===== config.mk =====
export PLATFORM = sky130hd
export DESIGN_NAME = rf_hazard_ctrl
export DESIGN_NICKNAME = d
export VERILOG_FILES = /design/src/rtl/rf_pkg.sv /design/src/rtl/rf_scoreboard.sv /design/src/rtl/rf_hazard_ctrl.sv
export SDC_FILE = /design/constraint.sdc
export NUM_CORES = 1
export LEC_CHECK = 0
export ABC_AREA = 0
export BUFFER_PORTS_ARGS = -buffer_cell sky130_fd_sc_hd__clkbuf_2
export CAP_MARGIN = 25
export CORE_MARGIN = 4
export CORE_UTILIZATION = 55
export DETAILED_ROUTE_END_ITERATION = 6
export PLACE_DENSITY = 0.88
export SYNTH_ARGS = -nofsm -noshare
export SYNTH_HDL_FRONTEND = slang
export SYNTH_SLANG_ARGS = --single-unit

===== constraint.sdc =====
create_clock -name i_clk -period 12 [get_ports i_clk]
set_clock_uncertainty 0.1 [all_clocks]
set_input_delay 3.6 -clock i_clk [delete_from_list [all_inputs] [get_ports i_clk]]
set_output_delay 3.6 -clock i_clk [all_outputs]
set_load 0.005 [all_outputs]

===== src/rtl/rf_pkg.sv =====
// Shared types and constants for the register-file issue/writeback scheduler.
// Register index type, control FSM states and a small index helper.
package rf_pkg;

   localparam int XLEN   = 32;
   localparam int NREG   = 32;
   localparam int REG_AW = 5;
   localparam int CNT_W  = 4;

   typedef logic [REG_AW-1:0] reg_idx_t;

   typedef enum logic {
      RUN   = 1'b0,
      DRAIN = 1'b1
   } ctrl_state_t;

   function automatic logic nz(input reg_idx_t idx);
      return idx != '0;
   endfunction

endpackage


===== src/rtl/rf_scoreboard.sv =====
// Per-register busy scoreboard and outstanding-write counter.
// Also latches a sticky error on writeback to a register that is not busy.
module rf_scoreboard #(
   parameter int NREG    = rf_pkg::NREG,
   parameter int MAX_OUT = 4
) (
   input  logic                         i_clk,
   input  logic                         i_reset,
   input  logic                         i_set_en,
   input  logic [rf_pkg::REG_AW-1:0]    i_set_rd,
   input  logic                         i_wb_valid,
   input  logic [rf_pkg::REG_AW-1:0]    i_wb_rd,
   output logic [NREG-1:0]              o_wb_clr,
   output logic [NREG-1:0]              o_busy_mask,
   output logic [rf_pkg::CNT_W-1:0]     o_out_cnt,
   output logic [rf_pkg::CNT_W-1:0]     o_cnt_next,
   output logic                         o_wb_err
);

   import rf_pkg::*;

   logic [NREG-1:0]  r_busy;
   logic [CNT_W-1:0] r_cnt;
   logic             r_err;

   logic [NREG-1:0]  w_wb_clr;
   logic [NREG-1:0]  w_set;
   logic [NREG-1:0]  w_busy_next;
   logic [CNT_W-1:0] w_cnt_next;
   logic             w_wb_hit;
   logic             w_busy_hit;
   logic             w_dec;

   assign w_wb_hit   = i_wb_valid & nz(i_wb_rd);
   assign w_busy_hit = r_busy[i_wb_rd];
   assign w_dec      = w_wb_hit & w_busy_hit;

   assign w_wb_clr = w_wb_hit ? (NREG'(1) << i_wb_rd) : '0;
   assign w_set    = (i_set_en & nz(i_set_rd)) ? (NREG'(1) << i_set_rd) : '0;

   // Set is applied after clear so a same-cycle retire/reissue stays busy.
   assign w_busy_next = ((r_busy & ~w_wb_clr) | w_set) & ~NREG'(1);

   assign w_cnt_next = r_cnt + CNT_W'(i_set_en) - CNT_W'(w_dec);

   always_ff @(posedge i_clk) begin
      if (i_reset) begin
         r_busy <= '0;
         r_cnt  <= '0;
         r_err  <= 1'b0;
      end else begin
         r_busy <= w_busy_next;
         r_cnt  <= w_cnt_next;
         if (w_wb_hit & ~w_busy_hit) begin
            r_err <= 1'b1;
         end
      end
   end

   assign o_wb_clr    = w_wb_clr;
   assign o_busy_mask = r_busy;
   assign o_out_cnt   = r_cnt;
   assign o_cnt_next  = w_cnt_next;
   assign o_wb_err    = r_err;

endmodule


===== src/rtl/rf_hazard_ctrl.sv =====
// Issue/writeback scheduler for the RV32I register file: RAW/WAW stalls,
// same-cycle writeback forwarding, RF port control and a drain handshake.
module rf_hazard_ctrl #(
   parameter int XLEN    = rf_pkg::XLEN,
   parameter int NREG    = rf_pkg::NREG,
   parameter int MAX_OUT = 4
) (
   input  logic                         i_clk,
   input  logic                         i_reset,
   input  logic                         i_issue_valid,
   output logic                         o_issue_ready,
   input  logic [rf_pkg::REG_AW-1:0]    i_issue_rs1,
   input  logic [rf_pkg::REG_AW-1:0]    i_issue_rs2,
   input  logic                         i_issue_use_rs1,
   input  logic                         i_issue_use_rs2,
   input  logic [rf_pkg::REG_AW-1:0]    i_issue_rd,
   input  logic                         i_issue_wr,
   input  logic                         i_wb_valid,
   input  logic [rf_pkg::REG_AW-1:0]    i_wb_rd,
   input  logic [XLEN-1:0]              i_wb_data,
   input  logic                         i_flush_req,
   output logic                         o_flush_done,
   output logic                         o_rf_re1,
   output logic                         o_rf_re2,
   output logic [rf_pkg::REG_AW-1:0]    o_rf_ra1,
   output logic [rf_pkg::REG_AW-1:0]    o_rf_ra2,
   output logic                         o_rf_we,
   output logic [rf_pkg::REG_AW-1:0]    o_rf_wa,
   output logic [XLEN-1:0]              o_rf_wdata,
   output logic                         o_fwd1,
   output logic                         o_fwd2,
   output logic [NREG-1:0]              o_busy_mask,
   output logic [rf_pkg::CNT_W-1:0]     o_out_cnt,
   output logic                         o_wb_err
);

   import rf_pkg::*;

   ctrl_state_t      r_state;
   ctrl_state_t      w_state_next;
   logic             w_flush_done;

   logic [NREG-1:0]  w_wb_clr;
   logic [NREG-1:0]  w_busy;
   logic [NREG-1:0]  w_busy_eff;
   logic [CNT_W-1:0] w_cnt;
   logic [CNT_W-1:0] w_cnt_next;
   logic             w_wb_err;

   logic             w_rs1_nz;
   logic             w_rs2_nz;
   logic             w_wr_nz;
   logic             w_hazard;
   logic             w_room;
   logic             w_ready;
   logic             w_set_en;

   rf_scoreboard #(
      .NREG    (NREG),
      .MAX_OUT (MAX_OUT)
   ) u_sb (
      .i_clk       (i_clk),
      .i_reset     (i_reset),
      .i_set_en    (w_set_en),
      .i_set_rd    (i_issue_rd),
      .i_wb_valid  (i_wb_valid),
      .i_wb_rd     (i_wb_rd),
      .o_wb_clr    (w_wb_clr),
      .o_busy_mask (w_busy),
      .o_out_cnt   (w_cnt),
      .o_cnt_next  (w_cnt_next),
      .o_wb_err    (w_wb_err)
   );

   assign w_rs1_nz   = nz(i_issue_rs1);
   assign w_rs2_nz   = nz(i_issue_rs2);
   assign w_wr_nz    = i_issue_wr & nz(i_issue_rd);
   // A register retiring this cycle no longer blocks a consumer.
   assign w_busy_eff = w_busy & ~w_wb_clr;

   assign w_hazard = (i_issue_use_rs1 & w_rs1_nz & w_busy_eff[i_issue_rs1])
                   | (i_issue_use_rs2 & w_rs2_nz & w_busy_eff[i_issue_rs2])
                   | (w_wr_nz & w_busy_eff[i_issue_rd]);

   assign w_room  = w_cnt < CNT_W'(MAX_OUT);
   assign w_ready = ~i_reset & (r_state == RUN) & ~w_hazard
                  & (w_room | ~w_wr_nz);

   assign w_set_en = i_issue_valid & w_ready & w_wr_nz;

   always_ff @(posedge i_clk) begin
      if (i_reset) begin
         r_state <= RUN;
      end else begin
         r_state <= w_state_next;
      end
   end

   always_comb begin
      w_state_next = r_state;
      w_flush_done = 1'b0;
      unique case (r_state)
         RUN: begin
            if (i_flush_req) begin
               w_state_next = DRAIN;
            end
         end
         DRAIN: begin
            if (w_cnt_next == '0) begin
               w_state_next = RUN;
               w_flush_done = 1'b1;
            end
         end
         default: w_state_next = RUN;
      endcase
   end

   assign o_issue_ready = w_ready;
   assign o_flush_done  = w_flush_done & ~i_reset;

   assign o_fwd1 = i_issue_valid & i_issue_use_rs1 & w_rs1_nz
                 & w_wb_clr[i_issue_rs1];
   assign o_fwd2 = i_issue_valid & i_issue_use_rs2 & w_rs2_nz
                 & w_wb_clr[i_issue_rs2];

   assign o_rf_ra1 = i_issue_rs1;
   assign o_rf_ra2 = i_issue_rs2;
   assign o_rf_re1 = i_issue_valid & i_issue_use_rs1 & ~i_reset;
   assign o_rf_re2 = i_issue_valid & i_issue_use_rs2 & ~i_reset;

   assign o_rf_we    = i_wb_valid & nz(i_wb_rd) & ~i_reset;
   assign o_rf_wa    = i_wb_rd;
   assign o_rf_wdata = i_wb_data;

   assign o_busy_mask = w_busy;
   assign o_out_cnt   = w_cnt;
   assign o_wb_err    = w_wb_err;

endmodule

==> flow_summary.yaml <==
run_status:
  status: "complete, no violations"
route:
  drt_iter0_markers: 459
  drtPass1Iterations: 5
  wl_um: 15300
  drc: 0
  num_vias: 4308
  post_drt_wl_per_cell_um: 26.0
  viasPerCell: 7.31
  antenna_left: 0
sta:
  holdWs_ps: 384
  rsz0062_at_grt: "false"
  hold_viol: 0
  relSlewSlack: 0.489
  fin_crit_sh: 0.967
  tightest_slew_ps: 766
  clock.fmax_ghz: 0.0862
  slew_viol_final: 0
  tns_ps: 0
  final.setup.worst_slack_ps: 395
  finalSetupViolCount: 0
  min_period_ps: 11600
logic_synthesis:
  ys.flop_type: "dfxtp_1"
  ys_async_sr_fraction: 0
  yosysSeqAreaShare: 0.185
  synth.most_common_cell: "buf_4"
  synth_seq_cells: 37
  netlist_instances: 482
  yosysWarnings: 0
  ys_types: 67
  synthesis.area_um2: 4010
  synth_enable_flop_cells: 0
  synth_area_per_cell_um2: 8.32
  synth_area_leaders: "dfxtp_1 (18%), buf_4 (9.4%), mux4_2 (9.0%), o211ai_1 (4.9%), mux2i_1 (4.5%)"
  synthDominantCellAreaShare: 0.185
  yosysTopAreaCell: "dfxtp_1"
  synth_nets: 548
  yosys-top-cells-count: "buf_4 (50), dfxtp_1 (37), o211ai_1 (26)"
die:
  chipWidth_um: 93.4
  coreArea_um2: 6940
  ios: 151
  die_h_um: 93.4
  dieArea_um2: 8720
  num_rows: 30
  start_util: 0.578
grt:
  grt_usage: 0.349
  grt_max_degree: 30
  gr-total-overflow: 0
  grt_pass1_wl_um: 23500
  grt_pass1_vias: 4021
  antenna_found_initial: 0
worst_setup_path:
  required_ps: 8300
  crit_type: "input port to primary output"
  crit_chain: "clkbuf_2 > nand2b_1 > o21ai_0 > mux2i_1 > a211o_1 > a41oi_2 > and2_1 > nand3_2 > a211o_1 > ha_1 > inv_1 > ha_1 > inv_1 > fa_1 > nand2_1 > nor2_1 > nand3_1 > nor2_1 > clkbuf_2"
  arrival_ps: 7900
  critPathBufInv: 4
  cp_top_family: "compound AO/OA/AOI/OAI gates"
  critPathCaptureType: "primary output"
  r2r-start: "u_sb.o_busy_mask[29]$_SDFF_PP0_"
  worst_path_max_delay_cell: "fa_1"
  r2r_end: "r_state$_SDFF_PP0_"
  crit_path_start_kind: "input port"
  r2r_slack_ps: 7990
  cp_max_fo: 22
  worst_path_largest_cell_delay_ps: 550
  rr_worst_depth: 17
placed_design:
  place_inst: 581
  portBuffers: 85
  globalplace.congestion: 1.03
  pre_cts_ws_ps: 444
  placed_area_um2: 4070
  dpl.hpwl_um: 11300
worst_hold_path:
  holdCritStartpoint: "u_sb.o_wb_err$_SDFFE_PP0P_"
  hold_path.class: "register to register"
  holdPathEnd: "u_sb.o_wb_err$_SDFFE_PP0P_"
  holdPathStages: 2
clock_tree:
  cts_tree: "done"
  clock_path_buffers: 2
  insertion_delay_ps: 280
  cts-root-buf: "clkbuf_8"
  cts.repair.resized: 0
  htreeDepth: 2
  ctsHoldBuffers: 0
  cts_made_buffers: 5
  cts_setup_buffers: 0
  cts.sinks: 37
  path_clk_slew_ps: 70
job:
  maxCapViolations: 0
final_layout:
  fillerInstances: 629
  nets: 558
  area_delta_synth_final_pct: 3.34
  fin_area_um2: 4150
  antennaDiodeCount: 0
  fin_cells: 589
  drive_above_1_share: 0.276
  fin_util: 0.597
power_and_ir_drop:
  p_leak_nw: 1.57
  fin_total_pwr_mw: 0.295
  power_density_nw_per_um2: 71.1
  ir_worst_vdd_mv: 0.0526
cells in the final DEF, fill, tap and decap left out, types with 10 or more instances in the layout:
cell type and count:
nand2_1 17, o21ai_0 25, nor2_1 25, nand4_1 11, clkbuf_2 85, dfxtp_1 37, mux2i_1 18, nor3_1 14
o31ai_1 10, mux4_2 16, inv_1 16, o211ai_1 26, nor2b_1 10, a21oi_1 11
kinds of logic (layout without fill, tap and decap cells):
| group | after synthesis | in the layout | synth area share |
|---|---|---|---|
| XOR/XNOR | 12 | 12 | 0.0262 |
| adder cells (fa/ha/maj) | 6 | 6 | 0.0206 |
| other | 1 | 1 | 0.000935 |
| buffers and inverters | 108 | 119 | 0.153 |
| flip-flops | 37 | 37 | 0.185 |
| multiplexers | 43 | 43 | 0.160 |
| AND/OR/NAND/NOR | 138 | 138 | 0.196 |
| AO/OA/AOI/OAI | 137 | 137 | 0.259 |
worst register-to-register path, cell delays in order, from the launching register on:
cell,delay (ps)
dfxtp_1,400
mux2_2,310
a2111oi_0,410
a21oi_1,80
o221ai_1,360
nand4_1,140
o21ai_1,180
nand3_2,120
a211o_1,290
ha_1,290
inv_1,60
ha_1,150
inv_1,60
fa_1,550
nand2_1,60
nor2_1,80
nand3_1,120
o211a_1,150
power by group:
part | total, mW | internal [mW] | switching, mW
combinational | 0.0856 | 0.0271 | 0.0585
sequential | 0.126 | 0.124 | 0.00167
clock | 0.0831 | 0.0413 | 0.0418
state kept, by name, summed over array words and instances, names as in the netlist:
name              cells
r_state               1
u_sb.o_busy_mask     31
u_sb.o_out_cnt        4
u_sb.o_wb_err         1
layout make-up:
type / count / area, um2 / area share
clock buffer: 8 / 80.1 / 0.0193
timing repair buffer: 92 / 478 / 0.115
inverter: 19 / 71.3 / 0.0172
tap: 96 / 120 / 0.0290
sequential: 37 / 741 / 0.179
multi-input combinational: 337 / 2660 / 0.641
metal layers:
layer | vias up | global-route usage | wire, um
li1 | 1827 | - | -
met1 | 2005 | 0.465 | 5650
met2 | 401 | 0.536 | 6860
met3 | 75 | 0.0716 | 2040
met4 | 0 | 0.166 | 746
met5 | - | 0 | 0
worst max-delay path by stage:
stage,slack (ps),startpoint,depth (start not counted),to
CTS,430,i_wb_rd[0],19,o_flush_done
finish,400,i_wb_rd[0],19,o_flush_done
floorplan,1370,i_issue_rd[0],20,o_flush_done
detailed placement,440,i_wb_rd[0],19,o_flush_done
global placement,570,i_wb_rd[0],19,o_flush_done
global route,190,i_wb_rd[0],19,o_flush_done
(Power assumes the default switching activity.)
